## config.mk

```make
export PLATFORM = sky130hd
export DESIGN_NAME = flag_ccr_ctrl
export DESIGN_NICKNAME = d
export VERILOG_FILES = /design/src/rtl/flag_ccr_ctrl.sv
export SDC_FILE = /design/constraint.sdc
export NUM_CORES = 1
export LEC_CHECK = 0
export ABC_AREA = 0
export CORE_ASPECT_RATIO = 0.7
export CORE_MARGIN = 5
export CORE_UTILIZATION = 43
export CTS_CLUSTER_DIAMETER = 40
export CTS_CLUSTER_SIZE = 8
export DETAILED_ROUTE_END_ITERATION = 7
export PLACE_DENSITY = 0.8
export SLEW_MARGIN = 10
export SYNTH_ARGS = -nofsm -noshare
export SYNTH_HDL_FRONTEND = slang
export SYNTH_SLANG_ARGS = --single-unit
```

## constraint.sdc

```tcl
create_clock -name clk -period 2.1 [get_ports clk]
set_input_delay 0.315 -clock clk [delete_from_list [all_inputs] [get_ports clk]]
set_output_delay 0.315 -clock clk [all_outputs]
set_load 0.03 [all_outputs]
```

## src/rtl/flag_ccr_ctrl.sv

```systemverilog
// Condition-code register controller: masked flag updates, explicit writes and
// interrupt save/restore through a LIFO shadow stack. Define CCR_FWD_EN to forward next-ccr on ccr_fwd.
module flag_ccr_ctrl #(
  parameter int         DEPTH       = 4,
  parameter int         PTR_W       = 2,
  parameter logic [3:0] IRQ_CLR_VAL = 4'b0000
) (
  input  logic       clk,
  input  logic       reset,
  input  logic       upd_valid,
  input  logic [3:0] upd_mask,
  input  logic       flag_n,
  input  logic       flag_z,
  input  logic       flag_c,
  input  logic       flag_v,
  input  logic       wr_en,
  input  logic [3:0] wr_data,
  input  logic       push,
  input  logic       pop,
  input  logic       err_clr,
  output logic       ready,
  output logic [3:0] ccr,
  output logic [3:0] ccr_fwd,
  output logic       stack_full,
  output logic       stack_empty,
  output logic       err_ovf,
  output logic       err_unf,
  output logic       collide
);

  typedef enum logic [1:0] {IDLE, IRQ_CLR, POP_HOLD} state_t;

  state_t           state;
  logic [PTR_W:0]   count;
  logic [3:0]       stack [DEPTH];
  logic [PTR_W-1:0] top_idx;
  logic [3:0]       events;
  logic [3:0]       flags;
  logic [3:0]       ccr_next;
  logic             do_pop, do_push, do_wr, do_upd;
  logic             pop_ok, push_ok, multi;

  assign ready       = (state == IDLE);
  assign stack_empty = (count == '0);
  assign stack_full  = (count == (PTR_W+1)'(DEPTH));
  assign top_idx     = count[PTR_W-1:0] - PTR_W'(1);
  assign flags       = {flag_n, flag_z, flag_c, flag_v};
  assign events      = {pop, push, wr_en, upd_valid};

  // Fixed priority pop > push > wr_en > upd_valid; only the winner acts.
  assign do_pop  = ready & pop;
  assign do_push = ready & push & ~pop;
  assign do_wr   = ready & wr_en & ~pop & ~push;
  assign do_upd  = ready & upd_valid & ~pop & ~push & ~wr_en;
  assign pop_ok  = do_pop & ~stack_empty;
  assign push_ok = do_push & ~stack_full;
  assign multi   = ready & ((events & (events - 4'd1)) != 4'd0);

  always_comb begin
    // NOTE: default assignment first so every path drives ccr_next and no latch is inferred.
    ccr_next = ccr;
    if (state == IRQ_CLR)
      ccr_next = IRQ_CLR_VAL;
    else if (pop_ok)
      ccr_next = stack[top_idx];
    else if (do_wr)
      ccr_next = wr_data;
    else if (do_upd)
      ccr_next = (ccr & ~upd_mask) | (flags & upd_mask);
  end

`ifdef CCR_FWD_EN
  assign ccr_fwd = ccr_next;
`else
  assign ccr_fwd = ccr;
`endif

  always_ff @(posedge clk or negedge reset) begin
    if (!reset) begin
      state   <= IDLE;
      ccr     <= 4'b0000;
      count   <= '0;
      err_ovf <= 1'b0;
      err_unf <= 1'b0;
      collide <= 1'b0;
    end else begin
      // NOTE: non-blocking assignments so every register samples pre-edge values.
      ccr     <= ccr_next;
      collide <= multi;
      err_ovf <= (do_push & stack_full) | (err_ovf & ~err_clr);
      err_unf <= (do_pop & stack_empty) | (err_unf & ~err_clr);
      case (state)
        IDLE: begin
          if (pop_ok) begin
            count <= count - (PTR_W+1)'(1);
            state <= POP_HOLD;
          end else if (push_ok) begin
            count <= count + (PTR_W+1)'(1);
            state <= IRQ_CLR;
          end
        end
        default: state <= IDLE;
      endcase
    end
  end

  // NOTE: stack storage is not reset; entries above count are never read.
  always_ff @(posedge clk) begin
    if (push_ok)
      stack[count[PTR_W-1:0]] <= ccr;
  end

endmodule

```

==> run_results.csv, run 1 <==
group,metric,value,unit
drt,via_count,901,
placed_design,place.gp.congestion,0.830,
synth,yosysSeqAreaShare,58.0,%
power_and_ir_drop,switching_share,35.9,%
synth,synth_cell_types,29,
die,die_height,56.8,um
clocking,numCtsBuffers,3,
cells_and_area,utilization,58.1,%
synth,synth_nets,123,
placed_design,hpwl,2230,um
drt,drt_iter0_drc,72,
cells_and_area,area_delta_synth_final,33.0,%
timing,setup_tns,0,ps
timing,fmax,0.504,GHz
timing,rsz0062_at_grt,"no",
power_and_ir_drop,p_sw,0.866,mW
clocking,htree_num_levels,1,
timing,worst_pin_slew,538,ps
synth,syn-instance-count,99,
drt,wirelength,2790,um
worst_setup_path,critPathRequiredTime,1780,ps
power_and_ir_drop,ir_drop,0.000882,V
power_and_ir_drop,p_clk_share,16.9,%
drt,drc,0,
die,core,3080,um2
worst_setup_path,crit_chain,"nor2_1 -> clkdlybuf4s50_1",
power_and_ir_drop,p_per_area,1350,nW/um2
die,die_w,76.9,um
power_and_ir_drop,combPwrFrac,46.8,%
global_route,antenna_found_initial,0,
global_route,gr-usage-met2,19.5,%
placed_design,io_buffer_count,32,
synth,syn_avg_cell_area,13.6,um2
worst_setup_path,cp_top_family,"buffers and inverters",
timing,post-route-min-period,1990,ps
timing,hold_slack,392,ps
worst_setup_path,critPathBufInv,1,
placed_design,dpl_cell_area,1720,um2
global_route,grt_pass1_vias,880,
worst_setup_path,cp-start-kind,"flip-flop",
worst_setup_path,criticalPathCategory,"flip-flop to primary output",
worst_setup_path,cp-end-kind,"primary output",
worst_setup_path,cp.depth,2,
worst_setup_path,worstPathMaxFanout,5,
global_route,grt_overflow,0,
global_route,grt_use_total,13.3,%
synth,ys_ff_latch,28,
cells_and_area,stdcell_count,172,
global_route,grt_max_degree,17,
timing,skew,5.92,ps
worst_setup_path,r2r_cells,9,
drt,firstDrtPassIters,4,
cells_and_area,layout_common_cells,"clkdlybuf4s50_1, edfxtp_1, dfrtp_1",
cells_and_area,drive_gt1_share,14.9,%
die,num_io_pins,33,
synth,ys.warnings.count,0,
die,num_rows,17,
drt,via_per_inst,5.24,
worst_setup_path,arrival,1670,ps
clocking,cts_sinks,28,
global_route,grt.met3_usage,4.81,%
timing,setup_violations,0,
power_and_ir_drop,power_frac_seq,36.3,%
clocking,clock_latency,270,ps
run,cap_violations,0,
power_and_ir_drop,total_power,2.42,mW
drt,ant_nets,0,
timing,slew_violations,0,
synth,synth_top_area_share,35.7,%
synth,synthTopCellsByArea,"edfxtp_1, dfrtp_1, mux4_2",
clocking,cts_buffer_depth,2,
worst_setup_path,cp_slowest_stage_delay,730,ps
synth,synth_top_area_cell,"edfxtp_1",
clocking,cts_root_buffer,"clkbuf_8",
worst_setup_path,cp_slowest_cell,"clkdlybuf4s50_1",
run_status,outcome,"complete, no violations",
global_route,met1_usage,19.4,%
min_path,worstHoldPathType,"input pin to async pin",
cells_and_area,n_antenna_cell,0,
cells_and_area,final_area,1790,um2
global_route,grt_pass1_wl,4530,um
timing,setup_ws,114,ps
cells_and_area,nets,159,
cells_and_area,final_common_cell,"clkdlybuf4s50_1",
synth,synth_area,1350,um2
die,die-area,4370,um2
power_and_ir_drop,p_leak,0.725,nW
timing,post-route-period-util,94.6,%
power_and_ir_drop,internal_power,1.55,mW
clocking,cts_tree,"yes",
timing,hold_viol_final,0,
timing,slew_headroom,64.0,%
placed_design,place_inst,168,
die,start_util,43.7,%
clocking,clk_pin_slew,90,ps
global_route,grt_busiest_layer,"met2",
placed_design,dp_slack,38.4,ps
drt,wl_per_cell,16.2,um
==> worst paths after layout <==
kind / startpoint / end / slack [ps]
worst max-delay path: state[0] / ready / 110
min in group clk: count[2] / count[2] / 500
max in group asynchronous: reset / count[1] / 1330
worst max register to register: count[1] / count[2] / 140
worst min register to register: count[2] / count[2] / 500
worst min-delay path: reset / state[0] / 390
==> cell type report <==
class / count / area, um2
inverters: 7 / 26.3
well taps: 38 / 47.5
clock inverters: 1 / 30.0
fillers: 253 / 1290
repair buffers: 38 / 363
flip-flops and latches: 28 / 782
multi-input cells: 57 / 500
clock buffers: 3 / 41.3
==> cell families (layout without fill, tap and decap cells) <==
kind of cell	count (synthesis)	after routing	synth area share [%]
DFF	28	28	58.0
and+or+nand+nor	25	25	11.2
AOI/OAI and AO/OA	15	15	8.18
buffers and inverters	14	49	5.20
muxes	9	9	10.8
adders and majority gates	5	5	4.65
xor gates and xnor gates	3	3	1.95
==> synth_stat cells <==
cell and instances:
edfxtp_1 16, dfrtp_1 12, inv_1 7, nand2_1 6
and2_0 5, ha_1 5, a221o_1 4, and2_1 4
buf_4 4, mux2i_1 4, mux4_2 4, nor2_1 4
o21ai_0 4, xnor2_1 3, buf_2 2, o22ai_1 2
a21oi_1 1, a22oi_1 1, and3_1 1, clkbuf_1 1
mux2_4 1, nand2b_1 1, nor2_2 1, nor2_8 1
nor3_1 1, o21bai_1 1, o311a_1 1, o31ai_1 1
or4b_4 1
==> power by group through the flow <==
stage	clock, mW	sequential [mW]	combinational [mW]
2_1_floorplan	0	0.948	0.687
3_3_place_gp	0	0.878	1.13
3_5_place_dp	0	0.889	1.14
4_1_cts	0.419	0.878	1.13
5_1_grt	0.447	0.902	1.22
6_report	0.409	0.876	1.13
==> flip-flops by register name, summed over array words and instances, names as in the netlist <==
register and count:
err_ovf 1, ccr 4, stack 16, state 2, count 3, collide 1, err_unf 1
==> metal layers <==
layer  part of all wire (%)  up-vias  wire, um
met4                   0.43        0        12
li1                       -      426         -
met3                    8.6        2       240
met5                      0        -         0
met2                     44       36      1230
met1                     47      437      1300
==> timing repair <==
action                     CTS  global route
hold buffers                 0             0
buffers inserted             0             0
setup endpoints to repair    2             1
gates resized for setup      2             2
(Power assumes the default switching activity.)
==> inputs of run 2 (changes only) <==
--- a/config.mk
+++ b/config.mk
@@ -8,11 +8,12 @@
 export ABC_AREA = 0
 export CORE_ASPECT_RATIO = 0.7
 export CORE_MARGIN = 5
-export CORE_UTILIZATION = 43
+export CORE_UTILIZATION = 55
 export CTS_CLUSTER_DIAMETER = 40
 export CTS_CLUSTER_SIZE = 8
 export DETAILED_ROUTE_END_ITERATION = 7
-export PLACE_DENSITY = 0.8
+export DONT_BUFFER_PORTS = 1
+export PLACE_DENSITY = 0.79
 export SLEW_MARGIN = 10
 export SYNTH_ARGS = -nofsm -noshare
 export SYNTH_HDL_FRONTEND = slang
==> run 2 against run 1 <==
- fmax about the same
- sequential share of layout area up 9.5 points
- via count down 12%
- clock skew up 2.2 ps
- cell count down 19%
- worst hold slack worse by 320 ps
- critical path depth up 7
==> run_results.csv, run 2 (synthesized netlist as in run 1, its figures left out) <==
group,metric,value,unit
drt,drc,0,
drt,wl_per_cell,18.6,um
worst_setup_path,cp-start-kind,"flip-flop",
placed_design,io_buffer_count,0,
clocking,clk_pin_slew,140,ps
power_and_ir_drop,power_frac_seq,40.9,%
placed_design,place.gp.congestion,0.750,
worst_setup_path,r2r_slack,110,ps
drt,drt_iter0_drc,25,
global_route,grt_use_total,15.3,%
worst_setup_path,r2r_cells,9,
cells_and_area,drive_gt1_share,20.0,%
worst_setup_path,crit_chain,"inv_1 -> ha_1 -> nand2b_1 -> and3_2 -> xnor2_1 -> ha_1 -> nor2_1 -> a22oi_1 -> xnor2_1",
clocking,cts_buffer_depth,2,
min_path,hold-path-cell-count,1,
global_route,antenna_found_initial,0,
die,die_w,69.1,um
timing,setup_ws,113,ps
power_and_ir_drop,p_leak,0.601,nW
power_and_ir_drop,p_clk_share,15.7,%
clocking,cts_root_buffer,"clkbuf_4",
worst_setup_path,cp-end-kind,"flip-flop",
timing,worst_pin_slew,564,ps
drt,wirelength,2590,um
run_status,outcome,"complete, no violations",
worst_setup_path,criticalPathCategory,"flip-flop to flip-flop",
worst_setup_path,worstPathMaxFanout,8,
worst_setup_path,cp_slowest_stage_delay,430,ps
power_and_ir_drop,switching_share,38.7,%
global_route,grt_overflow,0,
clocking,cts_sinks,28,
drt,ant_nets,0,
timing,slew_violations,0,
die,start_util,56.0,%
cells_and_area,area_delta_synth_final,9.11,%
min_path,worstHoldPathType,"input pin to flip-flop",
cells_and_area,largest_register_ff_count,16,
cells_and_area,fillers,213,
timing,fmax,0.503,GHz
timing,post-route-min-period,1990,ps
power_and_ir_drop,p_per_area,1490,nW/um2
clocking,cts_tree,"yes",
clocking,htree_num_levels,1,
cells_and_area,nets,130,
power_and_ir_drop,internal_power,1.34,mW
cells_and_area,layout_common_cells,"edfxtp_1, dfrtp_1, buf_4",
die,die-area,3550,um2
clocking,numCtsBuffers,3,
power_and_ir_drop,total_power,2.18,mW
run,cap_violations,0,
die,num_rows,15,
power_and_ir_drop,p_sw,0.846,mW
drt,via_per_inst,5.73,
die,die_height,51.4,um
die,num_io_pins,33,
worst_setup_path,cp_slowest_cell,"dfrtp_1",
worst_setup_path,arrival,2250,ps
global_route,grt_pass1_vias,792,
cells_and_area,final_common_cell,"edfxtp_1",
cells_and_area,n_antenna_cell,0,
timing,hold_viol_final,0,
timing,setup_tns,0,ps
placed_design,dp_slack,49.6,ps
die,core,2400,um2
worst_setup_path,critPathRequiredTime,2360,ps
power_and_ir_drop,combPwrFrac,43.4,%
timing,skew,8.15,ps
clocking,clock_latency,320,ps
timing,post-route-period-util,94.6,%
placed_design,hpwl,1980,um
timing,slew_headroom,62.3,%
global_route,grt_max_degree,17,
drt,via_count,796,
global_route,grt_pass1_wl,4100,um
timing,hold_slack,70.6,ps
power_and_ir_drop,ir_drop,0.000720,V
drt,firstDrtPassIters,4,
timing,setup_violations,0,
run 2: changes by cell type in the layout (fill, tap and decap cells not counted), sizes merged:
cell           change
clkdlybuf4s50     -30
dlygate4sd3        +1
buf                +2
dlygate4sd2        -2
run 2: routing by layer:
metal  vias up  part of all wire [%]  track usage, %
li1        366                     -               -
met2        30                    46            25.6
met1       396                    45            18.4
met5         -                     0               0
met4         0                   1.3            3.90
met3         4                   7.6            6.48
run 2: per-stage QoR:
stage	instances	cell area [um2]	util (%)
global route	139	1470	61.1
detailed placement	133	1400	58.2
finish	139	1470	61.1
CTS	138	1460	60.8
floorplan	99	1350	-
global placement	133	1400	58.2
run 2: area by class of cell:
type                       instances  area (um2)  share of cell area [%]
inverter                           7        26.3                    1.79
sequential                        28         781                    53.2
clock inverter                     1        30.0                    2.04
tap                               34        42.5                    2.90
multi-input combinational         57         497                    33.8
clock buffer                       3        22.5                    1.53
timing repair buffer               9        70.1                    4.77
run 2: worst max-delay path, delay by kind of cell (launching register included):
kind	cells	cell delay, ps
xor+xnor	2	300
simple gates	3	490
fa+ha+maj	2	400
compound gates	1	200
buf+inv	1	110
flops	1	430
run 2: power by group through the flow:
| stage | combinational [mW] | sequential (mW) | clock, mW |
|---|---|---|---|
| global route | 1.02 | 0.903 | 0.379 |
| global placement | 0.901 | 0.894 | 0 |
| floorplan | 0.687 | 0.948 | 0 |
| finish | 0.949 | 0.893 | 0.342 |
| CTS | 0.945 | 0.894 | 0.352 |
| detailed placement | 0.928 | 0.906 | 0 |
run 2: worst paths after layout:
path | from | endpoint
setup / recovery | count[1] | count[2]
hold / removal | err_clr | err_ovf
setup reg to reg | count[1] | count[2]
hold reg to reg | count[2] | count[2]
max in group asynchronous | reset | count[1]
min in group asynchronous | reset | collide
run 2: timing repair:
action,in CTS,in global routing
endpoints found under the hold margin,12,0
setup endpoints to repair,0,2
buffers inserted,0,1
hold buffers,1,0
gates resized for setup,0,1
==> inputs of run 3 (changes only) <==
--- a/config.mk
+++ b/config.mk
@@ -5,10 +5,11 @@
 export SDC_FILE = /design/constraint.sdc
 export NUM_CORES = 1
 export LEC_CHECK = 0
-export ABC_AREA = 0
+export CELL_PAD_IN_SITES_DETAIL_PLACEMENT = 0
+export CELL_PAD_IN_SITES_GLOBAL_PLACEMENT = 1
 export CORE_ASPECT_RATIO = 0.7
 export CORE_MARGIN = 5
-export CORE_UTILIZATION = 55
+export CORE_UTILIZATION = 44
 export CTS_CLUSTER_DIAMETER = 40
 export CTS_CLUSTER_SIZE = 8
 export DETAILED_ROUTE_END_ITERATION = 7
==> run 3 against run 2 <==
- sequential power down 2%
- worst hold slack better by 65 ps
- cell count rose by 1.4%
- sequential cell count unchanged
- fmax grew 2.9%
- die area is 21% higher
- register-to-register slack better by 60 ps
- routed wire length is 3.4% higher
- worst setup slack improved by 56 ps
- critical path depth unchanged
- count of clock-buffer cells in the layout stayed put
==> run_results.csv, run 3 (synthesized netlist as in run 1, its figures left out) <==
group,metric,value,unit
power_and_ir_drop,p_leak,0.614,nW
worst_setup_path,criticalPathCategory,"flip-flop to flip-flop",
timing,setup_tns,0,ps
timing,hold_viol_final,0,
placed_design,place.gp.congestion,0.786,
drt,wirelength,2680,um
worst_setup_path,critPathRequiredTime,2290,ps
global_route,grt_max_degree,17,
timing,slew_violations,0,
timing,post-route-min-period,1930,ps
worst_setup_path,r2r_cells,9,
die,die_w,76.1,um
clocking,clk_pin_slew,90,ps
cells_and_area,final_common_cell,"edfxtp_1",
power_and_ir_drop,p_per_area,1530,nW/um2
run_status,outcome,"complete, no violations",
worst_setup_path,worstPathMaxFanout,8,
timing,post-route-period-util,92.0,%
clocking,numCtsBuffers,3,
drt,wl_per_cell,19.0,um
cells_and_area,area_delta_synth_final,11.6,%
placed_design,io_buffer_count,0,
drt,drt_iter0_drc,29,
die,num_rows,16,
drt,firstDrtPassIters,4,
clocking,cts_root_buffer,"clkbuf_8",
worst_setup_path,arrival,2130,ps
clocking,clock_latency,280,ps
cells_and_area,drive_gt1_share,22.9,%
min_path,hold-path-cell-count,1,
cells_and_area,fillers,236,
timing,setup_violations,0,
clocking,cts_sinks,28,
die,num_io_pins,33,
min_path,worstHoldPathType,"input pin to flip-flop",
die,core,2860,um2
timing,worst_pin_slew,604,ps
cells_and_area,layout_common_cells,"edfxtp_1, dfrtp_1, buf_4",
cells_and_area,utilization,52.5,%
drt,via_count,788,
cells_and_area,nets,130,
die,die-area,4280,um2
timing,fmax,0.518,GHz
clocking,cts_tree,"yes",
global_route,grt_overflow,0,
run,cap_violations,0,
drt,via_per_inst,5.59,
drt,ant_nets,0,
cells_and_area,largest_register_ff_count,16,
global_route,antenna_found_initial,0,
timing,skew,5.83,ps
clocking,htree_num_levels,1,
drt,drc,0,
power_and_ir_drop,ir_drop,0.000734,V
global_route,grt_pass1_wl,4490,um
worst_setup_path,cp-start-kind,"flip-flop",
clocking,cts_buffer_depth,2,
cells_and_area,n_antenna_cell,0,
die,start_util,47.0,%
timing,rsz0062_at_grt,"no",
global_route,grt_use_total,13.2,%
timing,slew_headroom,59.6,%
power_and_ir_drop,total_power,2.30,mW
global_route,grt_pass1_vias,837,
placed_design,hpwl,2120,um
worst_setup_path,cp-end-kind,"flip-flop",
clocking,cts_setup_buffers,0,
die,die_height,56.3,um
[run 3: cell types whose count changed in the layout (fill, tap and decap cells not counted)]
cell      change
clkbuf_4      -3
clkbuf_8      +3
inv_1         -1
inv_2         +1
o31ai_1       -1
o31ai_2       +1
xnor2_1       -1
xnor2_2       +1
[run 3: final cells by class]
| class | instances | area, um2 | area share, % |
|---|---|---|---|
| sequential | 28 | 781 | 52.0 |
| multi-input combinational | 57 | 509 | 33.9 |
| timing repair buffer | 9 | 70.1 | 4.66 |
| tap | 36 | 45.0 | 3.00 |
| clock buffer | 3 | 41.3 | 2.75 |
| clock inverter | 1 | 30.0 | 2.00 |
| inverter | 7 | 26.3 | 1.75 |
[run 3: worst max-delay path: stages (launching register included)]
cell	delay [ps]
dfrtp_1	440
inv_2	90
ha_1	200
nand2b_1	90
and3_2	280
xnor2_2	140
ha_1	210
nor2_1	50
a22oi_1	200
xnor2_1	160
[run 3: metrics by stage]
step	cell area [um2]	instances	worst slack, ps	hold WS, ps
3_5_place_dp	1410	136	130	19.7
6_report	1500	141	169	136
5_1_grt	1500	141	34.0	121
3_3_place_gp	1410	136	253	19.7
4_1_cts	1490	141	86.1	131
2_1_floorplan	1350	99	82.1	19.4
[run 3: repair_timing]
item,4_1_cts,5_1_grt
hold buffers,1,0
hold endpoints to repair,12,0
setup endpoints to repair,0,2
gates resized for setup,0,4
[run 3: final timing paths]
path | start | to | slack [ps]
max in group asynchronous | reset | count[2] | 1230
min in group asynchronous | reset | ccr[1] | 470
worst max-delay path | count[1] | count[2] | 170
worst max register to register | count[1] | count[2] | 170
worst min register to register | count[2] | count[2] | 540
worst min-delay path | err_clr | err_ovf | 140
[run 3: power by group]
group	switching [mW]	internal, mW	leakage (nW)
combinational	0.581	0.416	0.281
sequential	0.134	0.745	0.297
clock	0.168	0.255	0.0357
total	0.883	1.42	0.614
[run 3: layer usage]
layer	routed length (um)	track usage (%)
met5	0	0
met4	8	2.24
met3	164	4.47
met2	1340	22.4
met1	1170	16.8
